==> config.mk <==
export PLATFORM = sky130hd
export DESIGN_NAME = ibex_mac_conv3x3_seq
export DESIGN_NICKNAME = d
export VERILOG_FILES = /design/src/rtl/ibex_mac_conv3x3_seq.sv
export SDC_FILE = /design/constraint.sdc
export NUM_CORES = 1
export LEC_CHECK = 0
export BUFFER_PORTS_ARGS = -buffer_cell sky130_fd_sc_hd__buf_2
export CORE_MARGIN = 5
export CORE_UTILIZATION = 35
export DETAILED_ROUTE_END_ITERATION = 16
export GPL_TIMING_DRIVEN = 0
export PLACE_DENSITY = 0.53
export RECOVER_POWER = 50
export SLEW_MARGIN = 20
export SYNTH_ARGS = -nofsm -noshare
export SYNTH_HDL_FRONTEND = slang
export SYNTH_SLANG_ARGS = --single-unit
==> constraint.sdc <==
create_clock -name clk_i -period 4.75 [get_ports clk_i]
set_input_delay 0.475 -clock clk_i [delete_from_list [all_inputs] [get_ports clk_i]]
set_output_delay 0.475 -clock clk_i [all_outputs]
set_load 0.01 [all_outputs]
==> src/rtl/ibex_mac_conv3x3_seq.sv <==
// ibex_mac_conv3x3_seq
// Walks one 3x3 window through the combinational ibex_mac, one tap per cycle,
// and accumulates the nine signed products into a single filter output. The
// raw sum and a shifted, clamped 8-bit pixel are then held until the consumer
// takes them.
module ibex_mac_conv3x3_seq #(
  parameter int ACC_W = 20,
  parameter int SHIFT = 4
) (
  input  logic                    clk_i,
  input  logic                    rst_i,
  input  logic                    coef_we_i,
  input  logic [3:0]              coef_idx_i,
  input  logic [7:0]              coef_i,
  input  logic                    pix_valid_i,
  output logic                    pix_ready_o,
  input  logic [71:0]             pix_i,
  output logic [7:0]              mac_operand_a_o,
  output logic [7:0]              mac_operand_b_o,
  output logic [7:0]              mac_carry_in_o,
  output logic [3:0]              mac_operator_o,
  input  logic [15:0]             mac_result_i,
  output logic                    res_valid_o,
  input  logic                    res_ready_i,
  output logic signed [ACC_W-1:0] res_acc_o,
  output logic [7:0]              res_pix_o
);

  localparam logic [3:0] OP_NONE = 4'b0000;
  localparam logic [3:0] OP_MUL  = 4'b0010;
  localparam logic [3:0] LAST_TAP = 4'd8;

  typedef enum logic [1:0] {
    IDLE,
    RUN,
    DONE
  } state_e;

  state_e state_q;
  state_e state_d;

  logic [7:0]              coef_q [9];
  logic [7:0]              win_q  [9];
  logic signed [ACC_W-1:0] acc_q;
  logic [3:0]              idx_q;
  logic signed [ACC_W-1:0] acc_shift;
  logic [7:0]              acc_clamped;
  logic                    accept;

  // A window is only taken while idle; the source holds it until then.
  assign accept = (state_q == IDLE) && pix_valid_i;

  // Carry-in is never needed for a plain product.
  assign mac_carry_in_o = 8'd0;

  // Arithmetic shift keeps the sign so negative sums clamp to zero.
  assign acc_shift = acc_q >>> SHIFT;

  // State register; reset aborts any window in flight without a result.
  always_ff @(posedge clk_i) begin
    if (rst_i) begin
      state_q <= IDLE;
    end else begin
      state_q <= state_d;
    end
  end

  // Next-state logic: accept a window, run nine taps, hold the result until taken.
  always_comb begin
    state_d = state_q;
    case (state_q)
      IDLE:    if (accept) state_d = RUN;
      RUN:     if (idx_q == LAST_TAP) state_d = DONE;
      DONE:    if (res_ready_i) state_d = IDLE;
      default: state_d = IDLE;
    endcase
  end

  // Coefficient bank; writes only land while idle so a running window sees a stable kernel.
  always_ff @(posedge clk_i) begin
    if (rst_i) begin
      for (int k = 0; k < 9; k++) coef_q[k] <= '0;
    end else if ((state_q == IDLE) && coef_we_i && (coef_idx_i <= LAST_TAP)) begin
      coef_q[coef_idx_i] <= coef_i;
    end
  end

  // Window capture, tap index and accumulation of the MAC product each RUN cycle.
  always_ff @(posedge clk_i) begin
    if (rst_i) begin
      for (int k = 0; k < 9; k++) win_q[k] <= '0;
      acc_q <= '0;
      idx_q <= '0;
    end else if (accept) begin
      for (int k = 0; k < 9; k++) win_q[k] <= pix_i[8*k +: 8];
      acc_q <= '0;
      idx_q <= '0;
    end else if (state_q == RUN) begin
      acc_q <= acc_q + ACC_W'($signed(mac_result_i));
      idx_q <= (idx_q == LAST_TAP) ? 4'd0 : idx_q + 4'd1;
    end
  end

  // Clamp the shifted sum into the 0..255 pixel range.
  always_comb begin
    acc_clamped = acc_shift[7:0];
    if (acc_shift[ACC_W-1]) begin
      acc_clamped = 8'd0;
    end else if (|acc_shift[ACC_W-2:8]) begin
      acc_clamped = 8'hFF;
    end
  end

  // Outputs per state; MAC operands are driven only while a tap is being processed.
  always_comb begin
    pix_ready_o     = 1'b0;
    mac_operand_a_o = 8'd0;
    mac_operand_b_o = 8'd0;
    mac_operator_o  = OP_NONE;
    res_valid_o     = 1'b0;
    res_acc_o       = '0;
    res_pix_o       = 8'd0;
    case (state_q)
      IDLE: begin
        pix_ready_o = 1'b1;
      end
      RUN: begin
        mac_operand_a_o = win_q[idx_q];
        mac_operand_b_o = coef_q[idx_q];
        mac_operator_o  = OP_MUL;
      end
      DONE: begin
        res_valid_o = 1'b1;
        res_acc_o   = acc_q;
        res_pix_o   = acc_clamped;
      end
      default: begin
        pix_ready_o = 1'b0;
      end
    endcase
  end

endmodule

==> flow_metrics.tcl <==
set metrics [dict create \
    final.hold.worst_slack_ps 220.5 \
    netlist.area_leader.share_pct 54.95 \
    reg2reg_depth 5 \
    seq_area_um2 6606 \
    cts_inserted_buffers 26 \
    detailroute.via_count 7033 \
    cts.path.max_buffers 3 \
    worstSkewPairLatency_ps 520 \
    hold_path.class "in -> reg" \
    detail_route.wl_per_cell_um 18.07 \
    worstReg2RegStart "state_q[0]" \
    cts-root-buf "sky130_fd_sc_hd__clkbuf_16" \
    hold_path_startpoint "rst_i" \
    mappedNetlistArea_um2 10930 \
    grt_util_all_layers_pct 14.69 \
    drt-vias-per-instance 4.864 \
    cts.htree.levels 1 \
    global_route_wire_length_before_repair_um 40850 \
    post-synth-top-count-cell "sky130_fd_sc_hd__edfxtp_1" \
    drt_pass1_iterations 4 \
    placed_cells 1399 \
    dpl.hpwl_um 18910 \
    synth.top_cells.by_count "sky130_fd_sc_hd__edfxtp_1, sky130_fd_sc_hd__and2_1, sky130_fd_sc_hd__and3_1" \
    finalWorstPathRequiredPeriod_ps 3344 \
    fill_cells 2949 \
    worstSetupPathType "reg -> out" \
    synth_top_cells_by_area "sky130_fd_sc_hd__edfxtp_1, sky130_fd_sc_hd__mux4_2, sky130_fd_sc_hd__and2_1, sky130_fd_sc_hd__dfxtp_1, sky130_fd_sc_hd__and3_1" \
    std_cell_rows 64 \
    synth_sequential_area_ratio_pct 60.44 \
    count_of_flip_flops_with_a_built_in_enable_after_synthesis 200 \
    end_kind "primary output" \
    detail_route.iter0.violations 415 \
    total_leakage_power_nw 5.402 \
    multiInputGateArea_um2 4268 \
    number_of_clock_sinks_seen_by_cts 230 \
    grt_antenna_before_repair 0 \
    fin_worst_skew_ps 10.60 \
    post_cts_hold_buffer_count 0 \
    total_wire_length_um 26130 \
    vdd.ir_drop.worst_mv 0.1755 \
    chipWidth_um 186.7 \
    num-nets-final 1158 \
    area_growth_synth_to_finish_pct 21.26 \
    rsz0062_at_grt "no" \
    cap_violations 0 \
    hold_viol_final 0 \
    final_layout_size_suffix_gt1_share_pct 24.79 \
    route.antenna.remaining_nets 0 \
    final.period_utilization_pct 70.40 \
    design.die.area_um2 34860 \
    grt_max_degree 32 \
    syn_avg_cell_area_um2 13.94 \
    setup_viol 0 \
    async_flop_share_pct 0 \
    critPathRequiredTime_ps 4280 \
    cts.repair.resized 0 \
    starting_density_pct 35.55 \
    fmax_mhz 299.1 \
    port_buffers 151 \
    globalRouteOverflowTotal 0 \
    ios 163 \
    run_status "finished, final reports clean" \
    postSynth.topFlopCell "sky130_fd_sc_hd__edfxtp_1" \
    maximum_fanout_along_the_worst_path 10 \
    synthDistinctLibCells 56 \
    timing.hold.worst_endpoint "state_q[0]" \
    number_of_global_route_vias_before_repair 7330 \
    timing.critical_path.from_type "flip-flop" \
    synth_top_cell_by_area "sky130_fd_sc_hd__edfxtp_1" \
    synth-seq-cells 230 \
    worst_ep_arrival_time_ps 2870 \
    slew_violations 0 \
    placer_congestion 0.8272 \
    cts_tree "done" \
    worstHoldPathCells 2 \
    power_density_nw_per_um2 357.5 \
    fin_tns_setup_ps 0 \
    floorplan.core_area_um2 30750 \
    timing.rr.end "coef_q[4][1]" \
    reg2reg_setup_slack_ps 1510 \
    synth-warning-count 0 \
    drc 0 \
    postCtsSetupBuffers 0 \
    final_cell_count_no_fill 1446 \
    clkSlewWorstSetupHoldPaths_ps 50 \
    max_slew.worst_pin.slew_ps 1388 \
    timing.slew.headroom_pct 6.782 \
    postSynthCellCount 784 \
    die_h_um 186.7 \
]
==> how the worst max path moves through the flow <==
| stage | endpoint | cells past startpoint | slack [ps] |
|---|---|---|---|
| 4_1_cts | mac_operand_a_o[7] | 8 | 1270 |
| 3_5_place_dp | coef_q[4][0] | 6 | 1470 |
| 2_1_floorplan | win_q[0][0] | 4 | 1250 |
| 3_3_place_gp | win_q[4][4] | 4 | 4 |
| 5_1_grt | mac_operand_a_o[3] | 8 | 1160 |
| 6_report | mac_operand_b_o[6] | 6 | 1410 |
==> per-layer routing <==
metal | up-vias | wire length, um | track usage, %
met5 | - | 0 | 0
li1 | 3401 | - | -
met2 | 178 | 12150 | 24.09
met1 | 3411 | 12060 | 20.32
met4 | 0 | 511 | 3.612
met3 | 43 | 1400 | 2.821
==> layout by cell type (no fill, tap or decap), types with 3 or more instances in the layout <==
cell type,netlist,final
sky130_fd_sc_hd__nand2b_1,4,4
sky130_fd_sc_hd__conb_1,1,67
sky130_fd_sc_hd__and2_1,101,94
sky130_fd_sc_hd__clkbuf_1,32,55
sky130_fd_sc_hd__nor4_1,3,3
sky130_fd_sc_hd__inv_1,4,5
sky130_fd_sc_hd__buf_1,6,4
sky130_fd_sc_hd__mux2i_1,10,10
sky130_fd_sc_hd__nand2_1,36,36
sky130_fd_sc_hd__dfxtp_1,30,30
sky130_fd_sc_hd__nor3_1,9,9
sky130_fd_sc_hd__clkinv_2,0,4
sky130_fd_sc_hd__clkinv_1,0,5
sky130_fd_sc_hd__nor2_1,30,30
sky130_fd_sc_hd__xnor2_1,7,7
sky130_fd_sc_hd__o21a_1,10,10
sky130_fd_sc_hd__and3_1,77,77
sky130_fd_sc_hd__a21oi_1,38,39
sky130_fd_sc_hd__edfxtp_1,200,200
sky130_fd_sc_hd__a21o_1,6,6
sky130_fd_sc_hd__or2_2,9,9
sky130_fd_sc_hd__buf_2,4,141
sky130_fd_sc_hd__o21ai_0,15,16
sky130_fd_sc_hd__mux4_2,56,56
sky130_fd_sc_hd__buf_4,12,12
sky130_fd_sc_hd__ha_1,21,21
sky130_fd_sc_hd__nand3_1,13,13
sky130_fd_sc_hd__or3_1,3,3
sky130_fd_sc_hd__a31oi_1,4,4
sky130_fd_sc_hd__xor2_1,6,6
sky130_fd_sc_hd__clkbuf_16,0,27
sky130_fd_sc_hd__and2_0,0,7
==> state kept, by name, indices dropped and copies added, names as in the netlist, named ones only <==
name	flops
coef_q	128
idx_q	4
state_q	2
win_q	72
acc_q	20
==> layout make-up <==
cell class,count,share of cell area (%)
antenna,1,0.01888
buffer,56,2.067
clock buffer,34,5.296
clock inverter,12,0.8119
inverter,5,0.1416
multi-input combinational,559,32.20
sequential,230,49.84
tap,396,3.738
timing repair buffer,153,5.881
==> power breakdown <==
group / internal [mW] / switching (mW) / total, mW
Clock: 1.14 / 0.776 / 1.92
Combinational: 0.194 / 0.258 / 0.453
Sequential: 2.33 / 0.0409 / 2.37
Total: 3.66 / 1.08 / 4.74
==> through the flow <==
stage                     area, um^2  total power, mW  utilization [%]  setup WS (ps)
final                          13250            4.738            43.10           1406
after detailed placement       12480            2.872            40.57           1471
after CTS                      13290            4.795            43.20           1269
after global routing           13250            4.937            43.09           1155
after floorplan                11180            2.689                -           1247
after global placement         12430            2.865            40.42          3.797
==> worst max-delay path: stages, from the launching register on <==
cell and delay (ps):
sky130_fd_sc_hd__dfxtp_1 310, sky130_fd_sc_hd__clkbuf_1 150, sky130_fd_sc_hd__clkbuf_1 620, sky130_fd_sc_hd__mux4_2 430, sky130_fd_sc_hd__mux4_2 450, sky130_fd_sc_hd__and2_1 220
sky130_fd_sc_hd__buf_2 160
==> cell families (layout without fill, tap and decap cells) <==
group	Yosys count	after routing	synth area share (%)
DFF	230	230	60.44
buffers and inverters	61	260	2.690
other	1	68	0.03431
adders and majority gates	22	22	2.587
xor gates and xnor gates	13	13	1.042
muxes	67	67	12.56
and+or+nand+nor	298	298	15.48
AOI/OAI and AO/OA	92	92	5.174
(Power assumes the default switching activity.)
